==> src/rtl/mult_pkg.sv <==
// Shared types and constants for the shift-add multiplier sequencing controller.
package mult_pkg;

    localparam int MULT_WIDTH = 4;

    // Iteration counter width; never narrower than one bit.
    function automatic int cnt_width(input int w);
        return (w > 1) ? $clog2(w) : 1;
    endfunction

    localparam int CNT_W = cnt_width(MULT_WIDTH);

    typedef enum logic [2:0] {
        S_IDLE,
        S_LOAD,
        S_BIT,
        S_SHIFT,
        S_DONE
    } state_t;

endpackage

==> src/rtl/mult_ctrl.sv <==
// Sequencer for the shift-add multiplier: latches operands, strobes LOAD/ADD/SHIFT
// for WIDTH iterations, then holds the product behind a valid/ready handshake.
//
// Output handshake: a product transfers on any rising edge where out_valid and
// out_ready are both high; out_valid and product stay stable until that edge.
module mult_ctrl
    import mult_pkg::*;
#(
    parameter int WIDTH = MULT_WIDTH
) (
    input  logic                 clk,
    input  logic                 reset,
    input  logic                 start,
    input  logic [WIDTH-1:0]     a,
    input  logic [WIDTH-1:0]     b,
    output logic                 busy,
    output logic [WIDTH-1:0]     mcand,
    output logic [WIDTH-1:0]     mplier,
    output logic                 load_n,
    output logic                 ADD,
    output logic                 SHIFT,
    input  logic                 reg_lsb,
    input  logic [2*WIDTH-1:0]   reg_prod,
    output logic [2*WIDTH-1:0]   product,
    output logic                 out_valid,
    input  logic                 out_ready
);

    localparam int CW = cnt_width(WIDTH);
    localparam logic [CW-1:0] LAST = CW'(WIDTH - 1);

    state_t               state_q, state_d;
    logic [CW-1:0]        cnt_q, cnt_d;
    logic [WIDTH-1:0]     mcand_q, mcand_d;
    logic [WIDTH-1:0]     mplier_q, mplier_d;
    logic [2*WIDTH-1:0]   product_q, product_d;
    logic                 valid_q, valid_d;

    always_ff @(posedge clk) begin
        if (reset) begin
            state_q   <= S_IDLE;
            cnt_q     <= '0;
            mcand_q   <= '0;
            mplier_q  <= '0;
            product_q <= '0;
            valid_q   <= 1'b0;
        end else begin
            state_q   <= state_d;
            cnt_q     <= cnt_d;
            mcand_q   <= mcand_d;
            mplier_q  <= mplier_d;
            product_q <= product_d;
            valid_q   <= valid_d;
        end
    end

    always_comb begin
        state_d   = state_q;
        cnt_d     = cnt_q;
        mcand_d   = mcand_q;
        mplier_d  = mplier_q;
        product_d = product_q;
        valid_d   = valid_q;
        case (state_q)
            S_IDLE: begin
                if (start) begin
                    mcand_d  = a;
                    mplier_d = b;
                    cnt_d    = '0;
                    state_d  = S_LOAD;
                end
            end
            S_LOAD:  state_d = S_BIT;
            S_BIT:   state_d = S_SHIFT;
            S_SHIFT: begin
                // The counter stops at the last iteration instead of wrapping.
                if (cnt_q == LAST) begin
                    state_d = S_DONE;
                end else begin
                    cnt_d   = cnt_q + CW'(1);
                    state_d = S_BIT;
                end
            end
            S_DONE: begin
                // First DONE cycle: the final shift has landed, so reg_prod is the result.
                if (!valid_q) begin
                    product_d = reg_prod;
                    valid_d   = 1'b1;
                end else if (out_ready) begin
                    valid_d = 1'b0;
                    state_d = S_IDLE;
                end
            end
            default: state_d = S_IDLE;
        endcase
    end

    assign busy      = (state_q != S_IDLE);
    assign load_n    = (state_q != S_LOAD);
    assign ADD       = (state_q == S_BIT) && reg_lsb;
    assign SHIFT     = (state_q == S_SHIFT);
    assign mcand     = mcand_q;
    assign mplier    = mplier_q;
    assign product   = product_q;
    assign out_valid = valid_q;

endmodule

==> config.mk <==
export PLATFORM = sky130hd
export DESIGN_NAME = mult_ctrl
export DESIGN_NICKNAME = d
export VERILOG_FILES = /design/src/rtl/mult_pkg.sv /design/src/rtl/mult_ctrl.sv
export SDC_FILE = /design/constraint.sdc
export NUM_CORES = 1
export LEC_CHECK = 0
export CELL_PAD_IN_SITES_DETAIL_PLACEMENT = 0
export CELL_PAD_IN_SITES_GLOBAL_PLACEMENT = 1
export CORE_MARGIN = 2
export CORE_UTILIZATION = 31
export CTS_CLUSTER_DIAMETER = 60
export DETAILED_ROUTE_END_ITERATION = 8
export GPL_TIMING_DRIVEN = 0
export PLACE_DENSITY_LB_ADDON = 0.2
export SYNTH_ARGS = -nofsm -noshare
export SYNTH_HDL_FRONTEND = slang
export SYNTH_SLANG_ARGS = --single-unit
==> constraint.sdc <==
create_clock -name clk -period 3.5 [get_ports clk]
set_clock_uncertainty 0.1 [all_clocks]
set_input_delay 0.7 -clock clk [delete_from_list [all_inputs] [get_ports clk]]
set_output_delay 0.7 -clock clk [all_outputs]
set_load 0.03 [all_outputs]
==> reports/qor.txt, run 1 <==
Layout cells sized above 1 = 10.7%
RR Endpoint = product[1]$_SDFFE_PP0P_
Period utilization = 80.9%
Leak Pwr = 0.000489 uW
Initial antenna violation count = 0
Worst slew margin = 66.7%
Final worst slack = 0.667 ns
Post-synthesis sequential area ratio = 47.3%
Syn nets = 127
Pre-antenna DRT Iters = 6
Commonest non-fill, non-tap cell in the layout = clkdlybuf4s50_1
Netlist area before placement = 931 um2
Achievable Freq = 353 MHz
First-pass GRT wire length = 3330 um
Slew Limit Fails = 0
Initial Util = 33.2%
Vias per cell = 4.74
Final Hold Fails = 0
Mapped Cells = 105
Combinational Power Share = 20.7%
Cell Pwr Density = 336 mW/mm2
Final WL = 2120 um
# Post-CTS Setup Buffers = 0
Max Cap Viol = 0
Reg power frac = 55.9%
RSZ-0062 raised after global routing = no
Internal power = 348 uW
Startpoint Class = input pin
Via count = 853
Clock-pin slew on the worst setup and hold paths = 0.11 ns
Hold Slack = 0.361 ns
Clk_lat worst skew = 0.30 ns
Top FF cell, synth = dfxtp_1
Worst-Margin Slew = 0.499 ns
Pin count of the biggest net entering global routing = 12
Failing checks = DRC
Worst Path Required = 2.70 ns
Synth unique cells = 24
Die height = 58.8 um
Synth Warn # = 0
Number of inserted diodes = 0
Syn_area_per_cell = 8.87 um2
CTS root buf = clkbuf_4
Detail Route Antenna Nets = 0
Peak VDD IR = 0.253 mV
TritonCTS clock tree = yes
Nets = 173
Net switching power = 123 uW
Chip Width = 58.8 um
CTS HTree Levels = 1
Number of flops mapped to enable cells by yosys = 0
FF-to-FF Start = out_valid$_SDFFE_PP0N_
Core Area = 0.00281 mm2
# clock sinks = 22
Hold Path Depth = 2
Placed cells = 177
Clk buf depth = 2
GPL Wtd Cong = 0.778
Setup tns final = 0 ns
FFs w/ async S/R, synth = 0%
Hold Buf Count CTS = 0
IO Count = 42
CP Capture Type = output pin
Clock power frac = 23.4%
PortBufs = 41
Layout area overhead = 50.7%
Status = finished with violations
Grt total ovfl = 0
Rows = 19
Final setup fails = 0
Switching share of total power = 26.2%
Flops & latches, synth = 22
Routed len/inst = 11.8 um
Min-delay src = product[5]$_SDFFE_PP0P_
DP HPWL = 1590 um
DRC viols = 2
Die ar. = 0.00346 mm2
TritonCTS Buffers = 3
R2r setup slk = 1.99 ns
DR iter-0 viols = 20
Hold WC Path Type = reg2reg
WP data arrival = 2.03 ns
Number of global-route vias before repair = 756
Worst-path maximum fanout = 1
Crit path time final = 2.83 ns
Fin cells = 180
Total GRT Usage = 12.9%
Most frequent cells in the layout = clkdlybuf4s50_1 (41), nand2_1 (34), dfxtp_1 (22)
Placement Setup Slack = 0.671 ns
# resized after CTS = 0
Reg2reg path depth = 4
Kind of critical path = in2out
Worst hold endpoint = product[5]$_SDFFE_PP0P_
==> per-layer routing <==
metal | part of all wire (%) | vias to the layer above | track usage, %
met1 | 40 | 381 | 14.5
met4 | 1.0 | 0 | 3.90
met3 | 7.8 | 2 | 5.05
met5 | 0 | - | 0
met2 | 51 | 26 | 22.2
li1 | - | 444 | -
==> logic make-up after synthesis <==
| kind of cell | synth area share, % |
|---|---|
| AND/OR/NAND/NOR | 32.5 |
| AO/OA/AOI/OAI | 13.0 |
| adder cells (fa/ha/maj) | 1.34 |
| multiplexers | 1.08 |
| flip-flops | 47.3 |
| buffers and inverters | 4.70 |
==> metrics by stage <==
stage | util, % | instance area (um2) | power, uW
5_1_grt | 50.0 | 1400 | 498
6_report | 50.0 | 1400 | 471
3_5_place_dp | 49.2 | 1380 | 368
3_3_place_gp | 49.2 | 1380 | 367
4_1_cts | 50.0 | 1400 | 480
2_1_floorplan | - | 931 | 320
==> registers in the layout, summed over array words and instances, names as in the netlist <==
name and flops:
state_q 3, product 8, cnt_q 2, out_valid 1, mplier 4, mcand 4
==> how the worst max path moves through the flow <==
stage,start,end,cells past startpoint
after global placement,reg_lsb,ADD,3
after CTS,reg_lsb,ADD,3
after detailed placement,reg_lsb,ADD,3
after floorplan,reg_lsb,ADD,1
after global routing,reg_lsb,ADD,3
final,reg_lsb,ADD,3
==> critical path, stage by stage <==
cell and delay [ns]:
clkdlybuf4s50_1 0.46, and4bb_2 0.21, clkdlybuf4s50_1 0.66
==> power by group through the flow <==
stage               clock [uW]  combinational, uW  sequential [uW]
finish                     110               97.5              263
global route               128                105              265
CTS                        117               99.1              264
detailed placement           0               98.7              269
global placement             0               97.8              269
floorplan                    0               39.5              280
==> cell type report <==
| class | instances | area (um2) |
|---|---|---|
| plain buffers | 7 | 43.8 |
| clock buffers | 3 | 22.5 |
| fillers | 275 | 1400 |
| multi-input cells | 76 | 447 |
| flip-flops and latches | 22 | 440 |
| well taps | 31 | 38.8 |
| repair buffers | 41 | 410 |
==> synthesized netlist by cell type, types with 2 or more instances <==
cell type,instances,share of area [%]
a21oi_1,16,8.6
a21oi_2,2,1.9
buf_2,2,1.1
buf_6,2,2.4
clkbuf_1,3,1.2
dfxtp_1,22,47
nand2_1,34,14
nand3_2,2,2.2
nor2_1,5,2.0
nor4b_4,2,5.1
o21ai_0,2,1.1
Note: power is estimated with default switching activity, not from simulation.
==> run 2, diff against run 1 <==
--- a/config.mk
+++ b/config.mk
@@ -8,7 +8,7 @@
 export CELL_PAD_IN_SITES_DETAIL_PLACEMENT = 0
 export CELL_PAD_IN_SITES_GLOBAL_PLACEMENT = 1
 export CORE_MARGIN = 2
-export CORE_UTILIZATION = 31
+export CORE_UTILIZATION = 26
 export CTS_CLUSTER_DIAMETER = 60
 export DETAILED_ROUTE_END_ITERATION = 8
 export GPL_TIMING_DRIVEN = 0
==> constraint.sdc (replaced) <==
create_clock -name clk -period 2.3 [get_ports clk]
set_clock_uncertainty 0.1 [all_clocks]
set_input_delay 0.46 -clock clk [delete_from_list [all_inputs] [get_ports clk]]
set_output_delay 0.46 -clock clk [all_outputs]
set_load 0.03 [all_outputs]
==> reports/qor.txt, run 2 (synthesized netlist as in run 1, its figures left out) <==
CP Capture Type = output pin
Final Hold Fails = 0 (unchanged)
Setup tns final = 0 ns (unchanged)
IO Count = 42 (unchanged)
Period utilization = 94.3%
DP HPWL = 1600 um (+0.13%)
Pre-antenna DRT Iters = 4 (-2)
Layout cells sized above 1 = 11.3% (+0.60 points)
Hold Slack = 0.363 ns (+0.00167 ns)
Startpoint Class = flip-flop
Achievable Freq = 461 MHz
Crit path buf inv count = 2 (unchanged)
Status = complete, no violations
Die ar. = 0.00407 mm2 (+18%)
R2r setup slk = 0.76 ns (-1.23 ns)
Worst hold endpoint = product[1]$_SDFFE_PP0P_
Dpl cell area = 0.00140 mm2 (+1.4%)
Via count = 851 (-0.23%)
CTS root buf = clkbuf_4
Max Cap Viol = 0 (unchanged)
Clk buf depth = 2 (unchanged)
Number of inserted diodes = 0 (unchanged)
GPL Wtd Cong = 0.694 (-11%)
Total GRT Usage = 11.9% (-0.99 points)
Worst slew margin = 64.0% (-2.7 points)
Initial Util = 27.5% (-5.7 points)
Cell Pwr Density = 530 mW/mm2 (+58%)
Most frequent cells in the layout = clkdlybuf4s50_1 (37), nand2_1 (34), dfxtp_1 (22)
RSZ-0062 raised after global routing = no
# Post-CTS Setup Buffers = 0 (unchanged)
Nets = 173 (unchanged)
PortBufs = 41 (unchanged)
Commonest non-fill, non-tap cell in the layout = clkdlybuf4s50_1
Hold Path Depth = 2 (unchanged)
TritonCTS Buffers = 3 (unchanged)
Initial antenna violation count = 0 (unchanged)
DRC viols = 0 (-2)
RR Endpoint = product[0]$_SDFFE_PP0P_
Pin count of the biggest net entering global routing = 13 (+1)
Slowest-stage cell, CP = dfxtp_1
Final WL = 2170 um (+2.5%)
TritonCTS clock tree = yes
Final setup fails = 0 (unchanged)
Peak VDD IR = 0.399 mV (+58%)
Vias per cell = 4.34 (-8.4%)
Crit path from = state_q[0]$_SDFFE_PP0P_
# clock sinks = 22 (unchanged)
Crit path time final = 2.17 ns
Worst-path maximum fanout = 10 (+9)
DR iter-0 viols = 14 (-30%)
Rows = 21 (+2)
Placement Setup Slack = -0.0642 ns (-0.736 ns)
CP max stage delay = 0.40 ns (-0.26 ns)
Crit. path cell count = 3 (unchanged)
CP cell instances = buf_2 > and3b_1 > clkdlybuf4s15_1
Grt total ovfl = 0 (unchanged)
Number of global-route vias before repair = 826 (+9.3%)
Final worst slack = 0.132 ns (-0.535 ns)
Clock-pin slew on the worst setup and hold paths = 0.12 ns (about the same)
Worst Path Required = 1.74 ns (-0.96 ns)
Clk_lat worst skew = 0.30 ns (about the same)
Hold WC Path Type = reg2reg
Slew Limit Fails = 0 (unchanged)
Post-route cell area = 0.00143 mm2 (+2.1%)
Max reg flops = 8 (unchanged)
Worst-Margin Slew = 0.540 ns (+0.0405 ns)
Kind of critical path = reg2out
Die height = 63.8 um (+8.6%)
Reg2reg path depth = 4 (unchanged)
Layout area overhead = 53.8%
Leak Pwr = 0.000503 uW (+2.9%)
Pwr Total = 758 uW (+61%)
Routed len/inst = 11.1 um (-5.9%)
FF-to-FF Start = out_valid$_SDFFE_PP0N_
WP data arrival = 1.61 ns (-0.42 ns)
Chip Width = 63.8 um (+8.6%)
Core Area = 0.00339 mm2 (+21%)
CTS HTree Levels = 1 (unchanged)
Detail Route Antenna Nets = 0 (unchanged)
First-pass GRT wire length = 3910 um (+18%)
Min-delay src = product[1]$_SDFFE_PP0P_
CP top delay family = buffers and inverters
## run 2: area by class of cell
class | instances | area [um2]
flip-flops and latches | 22 | 440
multi-input cells | 76 | 447
clock buffers | 4 | 36.3
fillers | 344 | 1960
repair buffers | 41 | 407
well taps | 46 | 57.6
plain buffers | 7 | 43.8
## run 2: worst min-delay path: cells and delay by family (launching register included)
family	cells	cell delay [ns]
DFF	1	0.33
and+or+nand+nor	1	0.05
AOI/OAI and AO/OA	1	0.05
## run 2: how the worst max path moves through the flow
stage             to  slack, ns
6_report       SHIFT       0.13
5_1_grt        SHIFT      0.004
4_1_cts        SHIFT       0.09
3_5_place_dp     ADD      -0.06
3_3_place_gp     ADD      -0.04
2_1_floorplan   busy       0.76
## run 2: routing by layer
layer  track usage, %  part of all wire, %  vias to the layer above
met4             1.63                 0.60                        0
met2             19.9                   48                       26
li1                 -                    -                      445
met3             4.75                  7.6                        2
met5                0                    0                        -
met1             14.6                   44                      378
## run 2: stage by stage
stage,utilization (%),cells
3_3_place_gp,41.3,192
5_1_grt,42.2,196
4_1_cts,42.2,196
2_1_floorplan,-,105
3_5_place_dp,41.3,192
6_report,42.2,196
## run 2: power breakdown
group          leakage [uW]  switching (uW)  internal, uW
Clock             0.0000210             115          96.5
Sequential         0.000179            7.76           394
Combinational      0.000303            74.4          71.1
Total              0.000503             197           561
## run 2: timing repair
item,4_1_cts,5_1_grt
gates cloned,0,0
gates resized for setup,4,1
hold buffers,0,0
endpoints found under the setup margin,4,1
==> run 3, diff against run 2 <==
--- a/config.mk
+++ b/config.mk
@@ -8,7 +8,7 @@
 export CELL_PAD_IN_SITES_DETAIL_PLACEMENT = 0
 export CELL_PAD_IN_SITES_GLOBAL_PLACEMENT = 1
 export CORE_MARGIN = 2
-export CORE_UTILIZATION = 26
+export CORE_UTILIZATION = 29
 export CTS_CLUSTER_DIAMETER = 60
 export DETAILED_ROUTE_END_ITERATION = 8
 export GPL_TIMING_DRIVEN = 0
==> constraint.sdc (replaced) <==
create_clock -name clk -period 2.1 [get_ports clk]
set_clock_uncertainty 0.1 [all_clocks]
set_input_delay 0.42 -clock clk [delete_from_list [all_inputs] [get_ports clk]]
set_output_delay 0.42 -clock clk [all_outputs]
set_load 0.03 [all_outputs]
==> reports/qor.txt, run 3 (synthesized netlist as in run 1, its figures left out) <==
Clock-pin slew on the worst setup and hold paths = 0.13 ns (about the same)
Number of inserted diodes = 0 (unchanged)
# Post-CTS Setup Buffers = 0 (unchanged)
Layout cells sized above 1 = 14.0% (+2.7 points)
CTS root buf = clkbuf_4
Detail Route Antenna Nets = 0 (unchanged)
Dpl cell area = 0.00140 mm2 (-0.18%)
PortBufs = 41 (unchanged)
Post-route cell area = 0.00146 mm2 (+1.8%)
Commonest non-fill, non-tap cell in the layout = clkdlybuf4s50_1
Crit path buf inv count = 2 (unchanged)
Kind of critical path = reg2out
Final setup fails = 0 (unchanged)
Clk_lat worst skew = 0.30 ns (about the same)
Via count = 860 (+1.1%)
Worst slew margin = 66.3% (+2.3 points)
RR Endpoint = product[2]$_SDFFE_PP0P_
Period utilization = 94.6%
Achievable Freq = 504 MHz
FF-to-FF Start = out_valid$_SDFFE_PP0N_
DP HPWL = 1530 um (-4.0%)
Routed len/inst = 10.6 um (-4.0%)
Die ar. = 0.00368 mm2 (-9.7%)
WP data arrival = 1.47 ns (-0.14 ns)
Worst Path Required = 1.58 ns (-0.16 ns)
TritonCTS clock tree = yes
Slew Limit Fails = 0 (unchanged)
Reg2reg path depth = 4 (unchanged)
DR iter-0 viols = 10 (-4)
Max Cap Viol = 0 (unchanged)
Initial antenna violation count = 0 (unchanged)
First-pass GRT wire length = 3310 um (-15%)
TritonCTS Buffers = 3 (unchanged)
CP top delay family = buffers and inverters
Startpoint Class = flip-flop
CP Capture Type = output pin
Slowest-stage cell, CP = dfxtp_2
Core Area = 0.00305 mm2 (-9.9%)
Worst hold endpoint = mplier[3]$_SDFFE_PP0P_
Final Hold Fails = 0 (unchanged)
Nets = 173 (unchanged)
Placed cells = 190 (-1.0%)
Grt total ovfl = 0 (unchanged)
Rows = 20 (-4.8%)
Final Util = 47.7% (+5.5 points)
GPL Wtd Cong = 0.696 (+0.19%)
Chip Width = 60.7 um (-5.0%)
Pre-antenna DRT Iters = 3 (-1)
Hold Buf Count CTS = 0 (unchanged)
Max reg flops = 8 (unchanged)
RSZ-0062 raised after global routing = no
# clock sinks = 22 (unchanged)
Layout area overhead = 56.6%
Most frequent cells in the layout = clkdlybuf4s50_1 (37), nand2_1 (34), dfxtp_1 (21)
Worst-path maximum fanout = 10 (unchanged)
Peak VDD IR = 0.505 mV (+27%)
Fin cells = 194 (-1.0%)
CP max stage delay = 0.36 ns (-0.04 ns)
Initial Util = 30.5% (+3.0 points)
Hold Path Depth = 2 (unchanged)
Clk buf depth = 2 (unchanged)
R2r setup slk = 0.57 ns (-0.19 ns)
Hold WC Path Type = reg2reg
Min-delay src = mplier[3]$_SDFFE_PP0P_
IO Count = 42 (unchanged)
CP cell instances = buf_4 > or3_1 > clkdlybuf4s15_2
Cell Pwr Density = 632 mW/mm2 (+19%)
Vias per cell = 4.43 (+2.1%)
Pin count of the biggest net entering global routing = 14 (+1)
CTS HTree Levels = 1 (unchanged)
Final WL = 2060 um (-5.0%)
DRC viols = 0 (unchanged)
Die height = 60.7 um (-5.0%)
Total GRT Usage = 12.0% (+0.11 points)
Number of global-route vias before repair = 748 (-9.4%)
Status = complete, no violations
Crit path time final = 1.99 ns
Fillers = 333 (-3.2%)
Leak Pwr = 0.000504 uW (+0.31%)
Worst-Margin Slew = 0.505 ns (-0.0343 ns)
[run 3: cell count changes in the layout (fill, tap and decap cells not counted)]
cell             previous run  this run
clkdlybuf4s15_1             1         0
bufinv_16                   0         1
buf_2                       2         0
clkdlybuf4s15_2             0         3
clkbuf_8                    1         0
dfxtp_1                    22        21
dfxtp_2                     0         1
dlygate4sd2_1               3         1
buf_4                       0         2
[run 3: layout make-up]
cell class	instances	area [um2]	share of cell area (%)
Buffer	7	48.8	3.35
Clock buffer	3	22.5	1.55
Clock inverter	1	30.0	2.06
Sequential cell	22	442	30.3
Timing Repair Buffer	41	413	28.3
Multi-Input combinational cell	76	447	30.6
Tap cell	44	55.1	3.78
[run 3: what timing repair did]
action / 4_1_cts / 5_1_grt
gates resized for setup: 10 / 5
cloned: 0 / 0
endpoints found under the setup margin: 4 / 4
[run 3: worst max-delay path by stage]
stage	startpoint	end	cells past startpoint	slack, ns
after global routing	state_q[0]$_SDFFE_PP0P_	SHIFT	3	0.008
after global placement	reg_lsb	ADD	3	-0.16
final	state_q[1]$_SDFFE_PP0P_	busy	3	0.11
after detailed placement	reg_lsb	ADD	3	-0.17
after floorplan	out_valid$_SDFFE_PP0N_	product[7]$_SDFFE_PP0P_	4	0.59
after CTS	state_q[1]$_SDFFE_PP0P_	SHIFT	3	0.01
[run 3: layer usage]
metal  part of all wire [%]  GRT usage [%]  up-vias  wire, um
met5                      0              0        -         0
met4                   0.39           2.80        0         8
met3                    8.2           4.90        2       168
met2                     46           19.4       27       953
met1                     45           15.0      384       929
li1                       -              -      447         -
[run 3: tightest hold or removal path, delay by kind of cell (launching register included)]
kind	cells	cell delay [ns]
compound gates	1	0.05
simple gates	1	0.05
flops	1	0.33
[run 3: report_power, final]
group | switching [uW] | internal [uW] | total [uW]
combinational | 80.3 | 81.2 | 162
sequential | 8.16 | 431 | 440
clock | 127 | 193 | 320
total | 215 | 706 | 921
[run 3: per-stage QoR]
step           TNS [ns]  total power, uW  hold WS (ns)  setup WS (ns)
2_1_floorplan         0              533         0.349          0.589
3_3_place_gp     -0.156              611         0.341         -0.156
3_5_place_dp     -0.169              613         0.346         -0.169
4_1_cts               0              940         0.364         0.0110
5_1_grt               0              974         0.385        0.00781
6_report              0              921         0.362          0.114
